[config.mk]
export PLATFORM = sky130hd
export DESIGN_NAME = bip_run_controller
export DESIGN_NICKNAME = d
export VERILOG_FILES = /design/src/rtl/bip_pkg.sv /design/src/rtl/bip_cycle_counter.sv /design/src/rtl/bip_run_controller.sv
export SDC_FILE = /design/constraint.sdc
export NUM_CORES = 1
export LEC_CHECK = 0
export CORE_MARGIN = 1.5
export CORE_UTILIZATION = 46
export DETAILED_ROUTE_END_ITERATION = 7
export PLACE_DENSITY_LB_ADDON = 0.25
export SYNTH_ARGS = -nofsm -noshare
export SYNTH_HDL_FRONTEND = slang
export SYNTH_SLANG_ARGS = --single-unit
[constraint.sdc]
create_clock -name i_clk -period 5.6 [get_ports i_clk]
set_input_delay 1.68 -clock i_clk [delete_from_list [all_inputs] [get_ports i_clk]]
set_output_delay 1.68 -clock i_clk [all_outputs]
set_load 0.01 [all_outputs]
[src/rtl/bip_pkg.sv]
// -----------------------------------------------------------------------------
// bip_pkg
// Shared definitions for the BIP run controller and the BIP top level:
// host command codes, controller state encoding, default HALT opcode and the
// clogb2 helper used to size address buses from memory depths.
// -----------------------------------------------------------------------------
package bip_pkg;

  // Host command codes (2'b00 is a no-op)
  localparam logic [1:0] CMD_LOAD = 2'b01;
  localparam logic [1:0] CMD_RUN  = 2'b10;
  localparam logic [1:0] CMD_DUMP = 2'b11;

  typedef logic [2:0] state_t;

  localparam state_t ST_IDLE      = 3'd0;
  localparam state_t ST_LOAD      = 3'd1;
  localparam state_t ST_RUN_INIT  = 3'd2;
  localparam state_t ST_RUN       = 3'd3;
  localparam state_t ST_DUMP_RD   = 3'd4;
  localparam state_t ST_DUMP_WAIT = 3'd5;
  localparam state_t ST_DUMP_OUT  = 3'd6;

  localparam logic [4:0] HALT_OPCODE_DEFAULT = 5'b00000;

  // Number of bits needed to represent 'value' (clogb2(DEPTH-1) = address width)
  function automatic int clogb2(input int value);
    int v;
    int r;
    v = value;
    r = 0;
    while (v > 0) begin
      r++;
      v = v >> 1;
    end
    return r;
  endfunction

endpackage

[src/rtl/bip_cycle_counter.sv]
// -----------------------------------------------------------------------------
// bip_cycle_counter
// Saturating cycle counter. Counts while i_en is high, holds at all-ones.
// Ports:
//   i_clk, i_rst   clock, asynchronous active-high reset
//   i_clr          synchronous clear (wins over i_en)
//   i_en           count enable
//   o_count        current count
//   o_sat          count is all-ones
// -----------------------------------------------------------------------------
module bip_cycle_counter #(
  parameter int NB_CYC = 32
) (
  input  logic              i_clk,
  input  logic              i_rst,
  input  logic              i_clr,
  input  logic              i_en,
  output logic [NB_CYC-1:0] o_count,
  output logic              o_sat
);

  logic [NB_CYC-1:0] r_count;
  logic              w_sat;

  assign w_sat = &r_count;

  always_ff @(posedge i_clk or posedge i_rst) begin
    if (i_rst) begin
      r_count <= '0;
    end else if (i_clr) begin
      r_count <= '0;
    end else if (i_en && !w_sat) begin
      r_count <= r_count + NB_CYC'(1);
    end
  end

  assign o_count = r_count;
  assign o_sat   = w_sat;

endmodule

[src/rtl/bip_run_controller.sv]
// -----------------------------------------------------------------------------
// bip_run_controller
// Sequencer for the BIP processor: loads programs into program memory, runs
// the CPU until the HALT opcode (counting cycles), and dumps data memory over
// a valid/ready stream.
// Ports:
//   i_clk, i_rst                    clock, asynchronous active-high reset
//   i_cmd_valid/i_cmd/o_cmd_ready   host command (01 LOAD, 10 RUN, 11 DUMP)
//   i_abort                         return to IDLE from any busy state
//   i_dump_len                      number of words to dump
//   i_ld_valid/i_ld_data/i_ld_last/o_ld_ready   program load stream
//   o_pm_wr/o_pm_addr/o_pm_data     program memory write port
//   i_instruction                   program memory fetch output (HALT detect)
//   o_cpu_rst/o_cpu_en              CPU reset and clock enable
//   o_dm_sel/o_dm_rd/o_dm_addr      data memory read port (when o_dm_sel=1)
//   i_dm_data                       data memory read data (1-cycle latency)
//   o_dump_valid/o_dump_data/o_dump_last/i_dump_ready   dump stream
//   o_cycles/o_timeout              cycle count / saturation of last RUN
//   o_busy                          controller not in IDLE
// -----------------------------------------------------------------------------
module bip_run_controller
  import bip_pkg::*;
#(
  parameter int               NB_BITS        = 16,
  parameter int               INS_MEM_DEPTH  = 2048,
  parameter int               DATA_MEM_DEPTH = 2048,
  parameter int               NB_OPCODE      = 5,
  parameter logic [NB_OPCODE-1:0] HALT_OPCODE = NB_OPCODE'(HALT_OPCODE_DEFAULT),
  parameter int               NB_CYC         = 32,
  localparam int              AW_I           = clogb2(INS_MEM_DEPTH-1),
  localparam int              AW_D           = clogb2(DATA_MEM_DEPTH-1)
) (
  input  logic               i_clk,
  input  logic               i_rst,
  input  logic               i_cmd_valid,
  input  logic [1:0]         i_cmd,
  output logic               o_cmd_ready,
  input  logic               i_abort,
  input  logic [AW_D:0]      i_dump_len,
  input  logic               i_ld_valid,
  input  logic [NB_BITS-1:0] i_ld_data,
  input  logic               i_ld_last,
  output logic               o_ld_ready,
  output logic               o_pm_wr,
  output logic [AW_I-1:0]    o_pm_addr,
  output logic [NB_BITS-1:0] o_pm_data,
  input  logic [NB_BITS-1:0] i_instruction,
  output logic               o_cpu_rst,
  output logic               o_cpu_en,
  output logic               o_dm_sel,
  output logic               o_dm_rd,
  output logic [AW_D-1:0]    o_dm_addr,
  input  logic [NB_BITS-1:0] i_dm_data,
  output logic               o_dump_valid,
  output logic [NB_BITS-1:0] o_dump_data,
  output logic               o_dump_last,
  input  logic               i_dump_ready,
  output logic [NB_CYC-1:0]  o_cycles,
  output logic               o_timeout,
  output logic               o_busy
);

  state_t              r_state;
  state_t              w_state_nxt;
  logic [AW_I-1:0]     r_ld_addr;
  logic [AW_D-1:0]     r_dm_addr;
  logic [AW_D:0]       r_len;
  logic [NB_BITS-1:0]  r_dump_data;
  logic                r_timeout;

  logic                w_halt;
  logic                w_in_run;
  logic                w_cpu_en;
  logic                w_cmd_acc;
  logic                w_ld_acc;
  logic                w_ld_end;
  logic [AW_D:0]       w_len_clamped;
  logic                w_dump_vld;
  logic                w_dump_last;
  logic                w_dump_hs;
  logic                w_sat;
  logic [NB_CYC-1:0]   w_cycles;
  logic                w_unused_ins;

  // Only the opcode field of the fetched instruction matters here
  assign w_unused_ins = ^i_instruction[NB_BITS-NB_OPCODE-1:0];

  assign w_halt    = (i_instruction[NB_BITS-1 -: NB_OPCODE] == HALT_OPCODE);
  assign w_in_run  = (r_state == ST_RUN);
  assign w_cpu_en  = w_in_run & ~w_halt & ~i_abort;
  assign w_cmd_acc = (r_state == ST_IDLE) & i_cmd_valid;

  // Program load: the last address ends LOAD even without i_ld_last (no wrap)
  assign w_ld_acc = (r_state == ST_LOAD) & ~i_abort & i_ld_valid;
  assign w_ld_end = w_ld_acc & (i_ld_last | (r_ld_addr == AW_I'(INS_MEM_DEPTH-1)));

  assign w_len_clamped = (i_dump_len > (AW_D+1)'(DATA_MEM_DEPTH)) ?
                         (AW_D+1)'(DATA_MEM_DEPTH) : i_dump_len;

  assign w_dump_vld  = (r_state == ST_DUMP_OUT) & ~i_abort;
  assign w_dump_last = ({1'b0, r_dm_addr} == (r_len - (AW_D+1)'(1)));
  assign w_dump_hs   = w_dump_vld & i_dump_ready;

  bip_cycle_counter #(
    .NB_CYC (NB_CYC)
  ) u_cycle_counter (
    .i_clk   (i_clk),
    .i_rst   (i_rst),
    .i_clr   (r_state == ST_RUN_INIT),
    .i_en    (w_cpu_en),
    .o_count (w_cycles),
    .o_sat   (w_sat)
  );

  always_comb begin
    w_state_nxt = r_state;
    case (r_state)
      ST_IDLE: begin
        if (w_cmd_acc) begin
          case (i_cmd)
            CMD_LOAD: w_state_nxt = ST_LOAD;
            CMD_RUN:  w_state_nxt = ST_RUN_INIT;
            CMD_DUMP: w_state_nxt = (i_dump_len == '0) ? ST_IDLE : ST_DUMP_RD;
            default:  w_state_nxt = ST_IDLE;
          endcase
        end
      end
      ST_LOAD:      if (w_ld_end) w_state_nxt = ST_IDLE;
      ST_RUN_INIT:  w_state_nxt = ST_RUN;
      ST_RUN:       if (w_halt || w_sat) w_state_nxt = ST_IDLE;
      ST_DUMP_RD:   w_state_nxt = ST_DUMP_WAIT;
      ST_DUMP_WAIT: w_state_nxt = ST_DUMP_OUT;
      ST_DUMP_OUT:  if (w_dump_hs) w_state_nxt = w_dump_last ? ST_IDLE : ST_DUMP_RD;
      default:      w_state_nxt = ST_IDLE;
    endcase
    // Abort overrides every busy-state transition; IDLE keeps its handshake
    if (i_abort && (r_state != ST_IDLE)) w_state_nxt = ST_IDLE;
  end

  always_ff @(posedge i_clk or posedge i_rst) begin
    if (i_rst) begin
      r_state     <= ST_IDLE;
      r_ld_addr   <= '0;
      r_dm_addr   <= '0;
      r_len       <= '0;
      r_dump_data <= '0;
      r_timeout   <= 1'b0;
    end else begin
      r_state <= w_state_nxt;

      if (w_cmd_acc && (i_cmd == CMD_LOAD)) begin
        r_ld_addr <= '0;
      end else if (w_ld_acc) begin
        r_ld_addr <= r_ld_addr + AW_I'(1);
      end

      if (w_cmd_acc && (i_cmd == CMD_DUMP)) begin
        r_len     <= w_len_clamped;
        r_dm_addr <= '0;
      end else if (w_dump_hs && !w_dump_last) begin
        r_dm_addr <= r_dm_addr + AW_D'(1);
      end

      // Read data arrives one cycle after the DUMP_RD strobe
      if (r_state == ST_DUMP_WAIT) r_dump_data <= i_dm_data;

      if (r_state == ST_RUN_INIT) begin
        r_timeout <= 1'b0;
      end else if (w_in_run && w_sat && !i_abort) begin
        r_timeout <= 1'b1;
      end
    end
  end

  assign o_cmd_ready  = (r_state == ST_IDLE);
  assign o_ld_ready   = (r_state == ST_LOAD) & ~i_abort;
  assign o_pm_wr      = w_ld_acc;
  assign o_pm_addr    = r_ld_addr;
  assign o_pm_data    = i_ld_data;
  assign o_cpu_rst    = i_rst | (r_state == ST_LOAD) | (r_state == ST_RUN_INIT);
  assign o_cpu_en     = w_cpu_en;
  assign o_dm_sel     = (r_state == ST_DUMP_RD) | (r_state == ST_DUMP_WAIT) |
                        (r_state == ST_DUMP_OUT);
  assign o_dm_rd      = (r_state == ST_DUMP_RD) & ~i_abort;
  assign o_dm_addr    = r_dm_addr;
  assign o_dump_valid = w_dump_vld;
  assign o_dump_data  = r_dump_data;
  assign o_dump_last  = w_dump_vld & w_dump_last;
  assign o_cycles     = w_cycles;
  assign o_timeout    = r_timeout;
  assign o_busy       = (r_state != ST_IDLE);

endmodule

; Yosys cells after proc, flatten, opt, wreduce, memory -nomap -nowiden
; Cells that the tools add are included.
[totals]
register_bits = 86
inputBits = 69
output_inout_bits = 97
word_cells = 83
[classes]
add_sub_neg = 4
order_cmp = 1
eq_ne = 15
mux = 18
bitwise = 17
n_reduce_logical = 21
[ops]
columns = cell, count
row1 = 2-to-1 mux 32 bit, 2
row2 = 2-to-1 mux 11 bit, 4
row3 = adder 32 x 1 -> 32 bit (second input constant), 1
row4 = AND reduction 32 bit, 1
row5 = adder 11 x 1 -> 11 bit (second input constant), 2
row6 = 2-to-1 mux 3 bit, 7
row7 = one-hot mux 3 bit (7 select lines), 1
row8 = equality test 11 x 12 -> 1 bit, 1
row9 = > comparator 12 bit (second input constant), 1
row10 = logical NOT 12 bit, 1
row11 = 2-to-1 mux 12 bit, 1
row12 = subtractor 12 x 1 -> 12 bit (second input constant), 1
row13 = equality test 11 bit (second input constant), 1
row14 = bitwise AND 1 bit, 10
row15 = equality test 3 bit (second input constant), 3
row16 = one-hot mux 3 bit (3 select lines), 1
row17 = nonzero test 2 bit, 4
row18 = logical AND 1 bit, 7
row19 = equality test 3 x 2 -> 1 bit (second input constant), 2
row20 = inequality test 3 x 1 -> 1 bit (second input constant), 2
row21 = logical NOT 5 bit, 1
row22 = bitwise OR 1 bit, 5
row23 = equality test 2 bit (second input constant), 2
row24 = AND reduction 4 bit, 1
row25 = 10 further kinds, 14

; Logic depth before layout (Yosys ltp)
; Gate-level depths: netlist of run 1.
[logic_depth]
depth_word = 7
depth_mapped = 9
depth_no_buf = 9

; Modules after synthesis
; Synthesis of run 1 repeated with hierarchy kept, for this count alone.
[hier_totals]
cells_unflattened = 524
area_unflattened_um2 = 4962.3
[modules_own_cells]
columns = module, n_inst, cells_each, area_each_um2, seq_area_each_um2
row1 = bip_run_controller, 1, 336, 3161.8, 1351.3
row2 = bip_cycle_counter, 1, 188, 1800.5, 800.8

; Least setup slack after synthesis of run 1
; No wires, ideal clock.
[synth_timing]
kind = input-to-output
start = in i_rst
end = out o_cpu_rst
arrival_time_ns = 4.034
required_ns = 3.920
path_slack_ns = -0.114
stages = 2
n_path_buf = 0
path_cell_list = inv_1 o21ai_0
[synth_via]
elab_chain_len = 2
[synth_rtl]
columns = item, line
row1 = from (decl), bip_run_controller.sv:34  ; input logic i_rst,
row2 = bitwise OR 1 bit (2 in a row), bip_run_controller.sv:180  ; assign o_cpu_rst = i_rst | (r_state == ST_LOAD) | (r_state == ST_RUN_INIT);
row3 = to (decl), bip_run_controller.sv:48  ; output logic o_cpu_rst,
; No other way between the ends.

; Final worst setup path of run 1
[layout_timing]
start = reg r_len[0]
end = out o_dump_last
[layout_via]
elab_chain_len = 3
[layout_rtl]
columns = item, line
row1 = from (decl), bip_run_controller.sv:67  ; logic [AW_D:0] r_len;
row2 = from (signal assigned), bip_run_controller.sv:158  ; r_len <= w_len_clamped;
row3 = subtractor 12 x 1 -> 12 bit, bip_run_controller.sv:101  ; assign w_dump_last = ({1'b0, r_dm_addr} == (r_len - (AW_D+1)'(1)));
row4 = equality test 11 x 12 -> 1 bit, bip_run_controller.sv:101
row5 = bitwise AND 1 bit, bip_run_controller.sv:188  ; assign o_dump_last = w_dump_vld & w_dump_last;
row6 = to (decl), bip_run_controller.sv:56  ; output logic o_dump_last,
; No other way between the ends.

==> reports/results.tsv, run 1 <==
stage	metric	value	unit
run_status	outcome	finished, final reports clean	
synthesis	flops & latches, synth	86	
sta	Layout Skew	0.00802	ns
power	Tot Pwr	2.37	mW
setup_path	Setup crit start kind	flip-flop	
cts	Clk Latency, worst-skew pair	0.36	ns
cells_and_area	Storage cell area	2150	sq um
cts	Root Driver	clkbuf_8	
drt	DR top layer	met4	
setup_path	crit path cell chain	inv_1 -> ha_1 -> or4b_2 -> nor4_1 -> o32ai_2 -> nor4_2 -> and3_2 -> and2_1 -> clkdlybuf4s50_1	
placement	GPL Wtd Cong	0.861	
hold_path	Tightest Hold Check Type	flip-flop to flip-flop	
sta	Rel. slew slack	0.278	
cells_and_area	fill cell count	886	
drt	remaining antenna violation count after routing	0	
cells_and_area	commonest non-fill, non-tap cell in the layout	clkdlybuf4s50_1	
setup_path	R2R Setup Slk	2.55	ns
setup_path	path depth of the worst reg2reg path	9	
grt	total gr overflow	0	
grt	vias in the first global route	4153	
sta	Setup Viol. Count Final	0	
synthesis	Syn Nets	582	
floorplan	Initial Util	0.469	
drt	Initial DRC Count	186	
power	Pwr Density	375	nW/um^2
placement	HPWL after detailed placement	8510	um
synthesis	post-synthesis cell type count	60	
sta	setup total negative slack	0	ns
sta	crit path time final	5.29	ns
cts	# resized after CTS	0	
floorplan	Placement Rows	37	
flow_run	Max-Cap Viols	0	
synthesis	sequential area share after synthesis	0.449	
drt	first drt pass iteration count	6	
setup_path	crit-path max FO	8	
setup_path	Reg2Reg Launch Point	r_len[0]	
cells_and_area	n_diodes	0	
synthesis	EDFF count, synth	0	
cts	register clock-pin slew on the reported worst setup and hold paths	0.08	ns
cts	clk buf depth	2	
power	Peak supply drop	196	uV
drt	Met2 Wirelength	5710	um
cells_and_area	fraction of layout cells with a size suffix above 1	0.0874	
grt	largest net degree at the start of global routing	87	
power	Static Leak	2.69	nW
setup_path	Slowest cell on crit path	or4b_2	
sta	Final Hold Viols	0	
drt	Vias/cell	5.58	
drt	routed vias	4207	
sta	f_max	189	MHz
drt	met3 WL	717	um
hold_path	Worst Hold Path Cells	1	
synthesis	syn_area_per_cell	9.43	sq um
cts	setup bufs post-CTS	0	
floorplan	core box area	10200	sq um
sta	Final Max Slew Viols	0	
setup_path	kind of critical path	flip-flop to output port	
grt	antenna violations before repair	0	
grt	first-pass GRT wire length	20300	um
drt	drt wl/cell	16.0	um
drt	final wirelength	12100	um
drt	Metal-1 WL	5420	um
floorplan	Die Height	105	um
sta	Final Cycle Share	0.944	
setup_path	crit path DAT	3.61	ns
cts	clock sinks	86	
floorplan	Top-Level Pins	166	
synthesis	Ys Warns	0	
floorplan	Die ar.	11100	sq um
cts	Num CTS Buffers	9	
grt	All-Layer GR Usage	0.227	
sta	Hold WS	0.514	ns
synthesis	asr flop ratio synth	1.00	
hold_path	hold path start	o_dump_data[0]	
hold_path	Hold Path Sink	o_dump_data[0]	
synthesis	Most used DFF post-synth	dfrtp_1	
synthesis	Mapped Cells	509	
placement	PortBufs	122	
floorplan	die width	105	um
setup_path	Req. time, crit path	3.92	ns
setup_path	CP max stage delay	0.63	ns
cells_and_area	final net count	686	
sta	Slew @ Worst Pin	1.08	ns
cells_and_area	area of the multi-input gates	2390	sq um
cts	CTS tree	built	
drt	DRC Markers	0	
cts	H-tree levels	3	
setup_path	Critical Path Sink Type	output port	
cells_and_area	commonest non-fill, non-tap cells in the layout	122 x clkdlybuf4s50_1, 86 x dfrtp_1, 54 x nor2_1, 47 x nand2_1, 34 x xor2_1	
sta	RSZ-0062 raised after global routing	false	
synthesis	mapped cell area	4800	sq um
setup_path	RR Endpoint	o_dm_addr[8]	
cts	CTS Hold Bufs	0	
cells_and_area	area delta synth->final	31.6	%
==> power by group <==
| part | internal (mW) | switching (mW) | leakage, nW |
|---|---|---|---|
| Combinational | 0.467 | 0.433 | 1.40 |
| Sequential | 0.744 | 0.147 | 1.15 |
| Clock | 0.353 | 0.226 | 0.132 |
==> state kept, by name, summed over array words and instances, names as in the netlist <==
| name | flops |
|---|---|
| o_timeout | 1 |
| r_state | 3 |
| o_pm_addr | 11 |
| o_dm_addr | 11 |
| r_len | 12 |
| o_dump_data | 16 |
| u_cycle_counter.o_count | 32 |
==> how the worst max path moves through the flow <==
| stage | from | to | cells after the start |
|---|---|---|---|
| after floorplan | i_rst | o_cpu_rst | 2 |
| after global placement | i_instruction[11] | o_cpu_en | 5 |
| after detailed placement | i_instruction[11] | o_cpu_en | 5 |
| after CTS | r_len[0] | o_dump_last | 9 |
| after global routing | r_len[0] | o_dump_last | 9 |
| final | r_len[0] | o_dump_last | 9 |
==> through the flow <==
step | instance area, sq um | worst slack [ns] | instances | util
global placement | 6040 | 0.314 | 738 | 0.591
finish | 6310 | 0.312 | 754 | 0.617
floorplan | 4800 | 0.579 | 509 | -
global route | 6310 | 0.0710 | 754 | 0.617
detailed placement | 6040 | 0.308 | 738 | 0.591
CTS | 6310 | 0.306 | 754 | 0.617
==> synth_stat cells, types with 2 or more instances <==
cell	number	area, sq um
a21oi_1	13	65.1
a22o_1	5	43.8
a31o_2	2	17.5
a31oi_1	3	18.8
and2_1	6	37.5
and3_1	12	75.1
and4_1	4	35.0
buf_4	16	120
clkbuf_1	16	60.1
dfrtp_1	86	2150
ha_1	4	50.1
inv_1	19	71.3
mux2_2	16	180
mux2i_1	5	50.1
nand2_1	47	176
nand2b_1	8	50.1
nand3_1	26	130
nand4_1	14	87.6
nor2_1	55	206
nor2b_1	3	18.8
nor3_1	13	65.1
nor4_1	9	56.3
nor4b_1	2	17.5
o2111ai_1	3	26.3
o211a_1	3	30.0
o211ai_1	3	22.5
o21ai_0	21	105
o31a_1	2	17.5
or2_2	2	12.5
or3_1	7	43.8
or4_1	4	30.0
or4b_2	2	20.0
xnor2_1	18	158
xor2_1	34	298
==> layout make-up <==
type                            instances  area share
Clock inverter                          6      0.0210
Tap cell                              136      0.0269
Clock buffer                           10      0.0218
Sequential cell                        86       0.341
Multi-Input combinational cell        370       0.378
Timing Repair Buffer                  127       0.199
Inverter                               19      0.0119
==> metal layers <==
layer | up-vias | track usage
li1 | 1981 | -
met1 | 2072 | 0.314
met2 | 130 | 0.356
met3 | 24 | 0.0418
met4 | 0 | 0.0861
met5 | - | 0
==> kinds of logic (layout without fill, tap and decap cells) <==
group / count (synthesis) / count (layout) / synth area share
buffers and inverters: 53 / 162 / 0.0542
DFF: 86 / 86 / 0.448
xor gates and xnor gates: 52 / 52 / 0.0949
and+or+nand+nor: 223 / 223 / 0.238
muxes: 21 / 21 / 0.0480
adders and majority gates: 4 / 4 / 0.0104
AOI/OAI and AO/OA: 70 / 70 / 0.106
==> worst max-delay path: cells and delay by family, from the launching register on <==
kind,cells,cell delay [ns]
DFF,1,0.46
adders and majority gates,1,0.27
buffers and inverters,2,0.63
and+or+nand+nor,5,1.77
AOI/OAI and AO/OA,1,0.13
No activity file was read; power rests on OpenSTA's default activity.
==> inputs of run 2 (changes only) <==
--- a/config.mk
+++ b/config.mk
@@ -9,6 +9,7 @@
 export CORE_UTILIZATION = 46
 export DETAILED_ROUTE_END_ITERATION = 7
 export PLACE_DENSITY_LB_ADDON = 0.25
+export RECOVER_POWER = 50
 export SYNTH_ARGS = -nofsm -noshare
 export SYNTH_HDL_FRONTEND = slang
 export SYNTH_SLANG_ARGS = --single-unit
==> reports/results.tsv, run 2 (synthesized netlist as in run 1, its figures left out) <==
stage	metric	value	unit	change
setup_path	crit path cell chain	inv_1 -> ha_1 -> or4b_2 -> nor4_1 -> o32ai_2 -> nor4_2 -> and3_2 -> and2_1 -> clkdlybuf4s50_1		unchanged
run_status	outcome	finished with violations		was finished, final reports clean
placement	Inst Count DP	738		unchanged
drt	DRC Markers	0		unchanged
grt	vias in the first global route	4153		unchanged
cts	# resized after CTS	0		unchanged
hold_path	Tightest Hold Check Type	flip-flop to flip-flop		unchanged
setup_path	Setup crit start kind	flip-flop		unchanged
placement	GPL Wtd Cong	0.861		unchanged
setup_path	number of buffers and inverters on the critical path	2		unchanged
floorplan	Die ar.	11100	sq um	unchanged
cells_and_area	final non-filler cell total	755		was 754
sta	Slew @ Worst Pin	2.13	ns	was 1.08 ns
sta	Layout Skew	0.00907	ns	was 0.00802 ns
cells_and_area	fraction of layout cells with a size suffix above 1	0.0858		was 0.0874
cts	Num CTS Buffers	9		unchanged
floorplan	Placement Rows	37		unchanged
floorplan	Top-Level Pins	166		unchanged
drt	remaining antenna violation count after routing	0		unchanged
floorplan	Initial Util	0.469		unchanged
cts	clock sinks	86		unchanged
power	Static Leak	2.71	nW	was 2.69 nW
floorplan	core box area	10200	sq um	unchanged
grt	largest net degree at the start of global routing	87		unchanged
cts	H-tree levels	3		unchanged
setup_path	crit-path max FO	8		unchanged
power	Peak supply drop	194	uV	was 196 uV
power	Comb pwr share	0.374		was 0.379
floorplan	die width	105	um	unchanged
setup_path	kind of critical path	flip-flop to output port		unchanged
placement	PortBufs	122		unchanged
sta	Final Hold Viols	0		unchanged
drt	final wirelength	12100	um	about the same
placement	HPWL after detailed placement	8510	um	unchanged
grt	first-pass GRT wire length	20300	um	unchanged
sta	Final Max Slew Viols	87		was 0
power	P_sw	0.802	mW	was 0.806 mW
power	sequential fraction of design power	0.380		was 0.376
cts	CTS Hold Bufs	0		unchanged
drt	drt wl/cell	16.0	um	about the same
cts	Clk Latency, worst-skew pair	0.36	ns	about the same
power	Power Internal	1.54	mW	was 1.56 mW
power	switch share	0.343		was 0.340
power	Clock power frac	0.247		was 0.244
drt	routed vias	4203		was 4207
grt	total gr overflow	0		unchanged
grt	antenna violations before repair	1		was 0
cts	setup bufs post-CTS	0		unchanged
cells_and_area	commonest non-fill, non-tap cell in the layout	clkdlybuf4s50_1		unchanged
cts	register clock-pin slew on the reported worst setup and hold paths	0.08	ns	about the same
cts	clk buf depth	2		unchanged
cells_and_area	final net count	686		unchanged
setup_path	Slowest cell on crit path	or4b_2		unchanged
sta	crit path time final	5.30	ns	was 5.29 ns
cells_and_area	max reg flops	32		unchanged
sta	Setup Viol. Count Final	0		unchanged
setup_path	Critical Path Sink Type	output port		unchanged
setup_path	crit path DAT	3.62	ns	was 3.61 ns
sta	RSZ-0062 raised after global routing	false		unchanged
flow_run	Max-Cap Viols	1		was 0
setup_path	Req. time, crit path	3.92	ns	about the same
sta	setup total negative slack	0	ns	unchanged
drt	Vias/cell	5.57		was 5.58
setup_path	CP max stage delay	0.63	ns	about the same
cts	CTS tree	built		unchanged
sta	f_max	189	MHz	about the same
setup_path	family with the most delay on the worst path	simple AND/OR/NAND/NOR gates		unchanged
drt	first drt pass iteration count	4		was 6
sta	Rel. slew slack	-0.421		was 0.278
sta	Final Cycle Share	0.946		was 0.944
floorplan	Die Height	105	um	unchanged
drt	Initial DRC Count	174		was 186
cts	Root Driver	clkbuf_8		unchanged
cells_and_area	area delta synth->final	31.5	%	was 31.6%
cells_and_area	commonest non-fill, non-tap cells in the layout	94 x clkdlybuf4s50_1, 86 x dfrtp_1, 54 x nor2_1, 47 x nand2_1, 34 x xor2_1		was 122 x clkdlybuf4s50_1, 86 x dfrtp_1, 54 x nor2_1, 47 x nand2_1, 34 x xor2_1
power	Pwr Density	371	nW/um^2	was 375 nW/um^2
grt	All-Layer GR Usage	0.227		unchanged
run_status	failing checks	capacitance limit, slew limit		
run 2: changes by cell type in the layout (fill, tap and decap cells not counted):
cell,before,now
dlygate4sd3_1,0,28
and2_1,6,5
diode_2,0,1
buf_4,5,3
clkdlybuf4s50_1,122,94
clkbuf_1,0,1
and2_0,0,1
clkbuf_2,0,1
run 2: worst reg2reg max path, stage by stage, from the launching register on:
cell and delay, ns:
dfrtp_1 0.46, inv_1 0.10, ha_1 0.27, or4b_2 0.63
nor4_1 0.25, o32ai_2 0.13, nor4_2 0.47, a31oi_2 0.28
nand3_1 0.19, mux2i_1 0.21
run 2: final timing paths:
check                                      from                           to  slack [ns]  cells after the start
worst max-delay path                   r_len[0]                  o_dump_last        0.30                      9
worst min-delay path            o_dump_data[14]              o_dump_data[14]        0.51                      1
worst max register to register         r_len[0]                 o_dm_addr[8]        2.54                      9
worst min register to register  o_dump_data[14]              o_dump_data[14]        0.51                      1
max in group asynchronous                 i_rst  u_cycle_counter.o_count[12]        1.72                      3
min in group asynchronous                 i_rst                    o_timeout        2.61                      3
run 2: final cells by class:
cell class,count,area [sq um]
Clock buffer,10,138
Inverter,19,75.1
Sequential cell,86,2150
Fill cell,883,3920
Antenna cell,1,2.50
Tap cell,136,170
Timing Repair Buffer,127,1250
Multi-Input combinational cell,370,2390
Clock inverter,6,133
run 2: per-stage QoR:
stage               hold WS, ns  power (mW)  utilization  instance area (sq um)  setup WS [ns]
floorplan                 0.482        1.45            -                   4800          0.579
global placement          0.488        1.77        0.591                   6040          0.314
detailed placement        0.497        1.80        0.591                   6040          0.308
CTS                       0.518        2.38        0.617                   6310          0.306
global route              0.529        2.50        0.617                   6310         0.0710
finish                    0.509        2.34        0.617                   6310          0.303
run 2: per-layer routing:
metal  routed length, um  share of wire  global-route usage  vias to the layer above
li1                    -              -                   -                     1985
met2                5740           0.48               0.356                      126
met5                   0              0                   0                        -
met4                 217          0.018              0.0861                        0
met3                 669          0.055              0.0418                       22
met1                5440           0.45               0.314                     2070
run 2: power groups by stage:
stage / sequential (mW) / clock [mW] / combinational, mW
2_1_floorplan: 0.888 / 0 / 0.565
3_3_place_gp: 0.894 / 0 / 0.874
3_5_place_dp: 0.902 / 0 / 0.896
4_1_cts: 0.890 / 0.591 / 0.901
5_1_grt: 0.913 / 0.616 / 0.966
6_report: 0.889 / 0.578 / 0.875
==> inputs of run 3 (changes only) <==
--- a/config.mk
+++ b/config.mk
@@ -8,8 +8,10 @@
 export CORE_MARGIN = 1.5
 export CORE_UTILIZATION = 46
 export DETAILED_ROUTE_END_ITERATION = 7
+export HOLD_SLACK_MARGIN = 0.1
 export PLACE_DENSITY_LB_ADDON = 0.25
 export RECOVER_POWER = 50
+export SETUP_SLACK_MARGIN = 0.02
 export SYNTH_ARGS = -nofsm -noshare
 export SYNTH_HDL_FRONTEND = slang
 export SYNTH_SLANG_ARGS = --single-unit
==> results of run 3 <==
No change in the layout: final DEF, timing and power equal those of run 2.
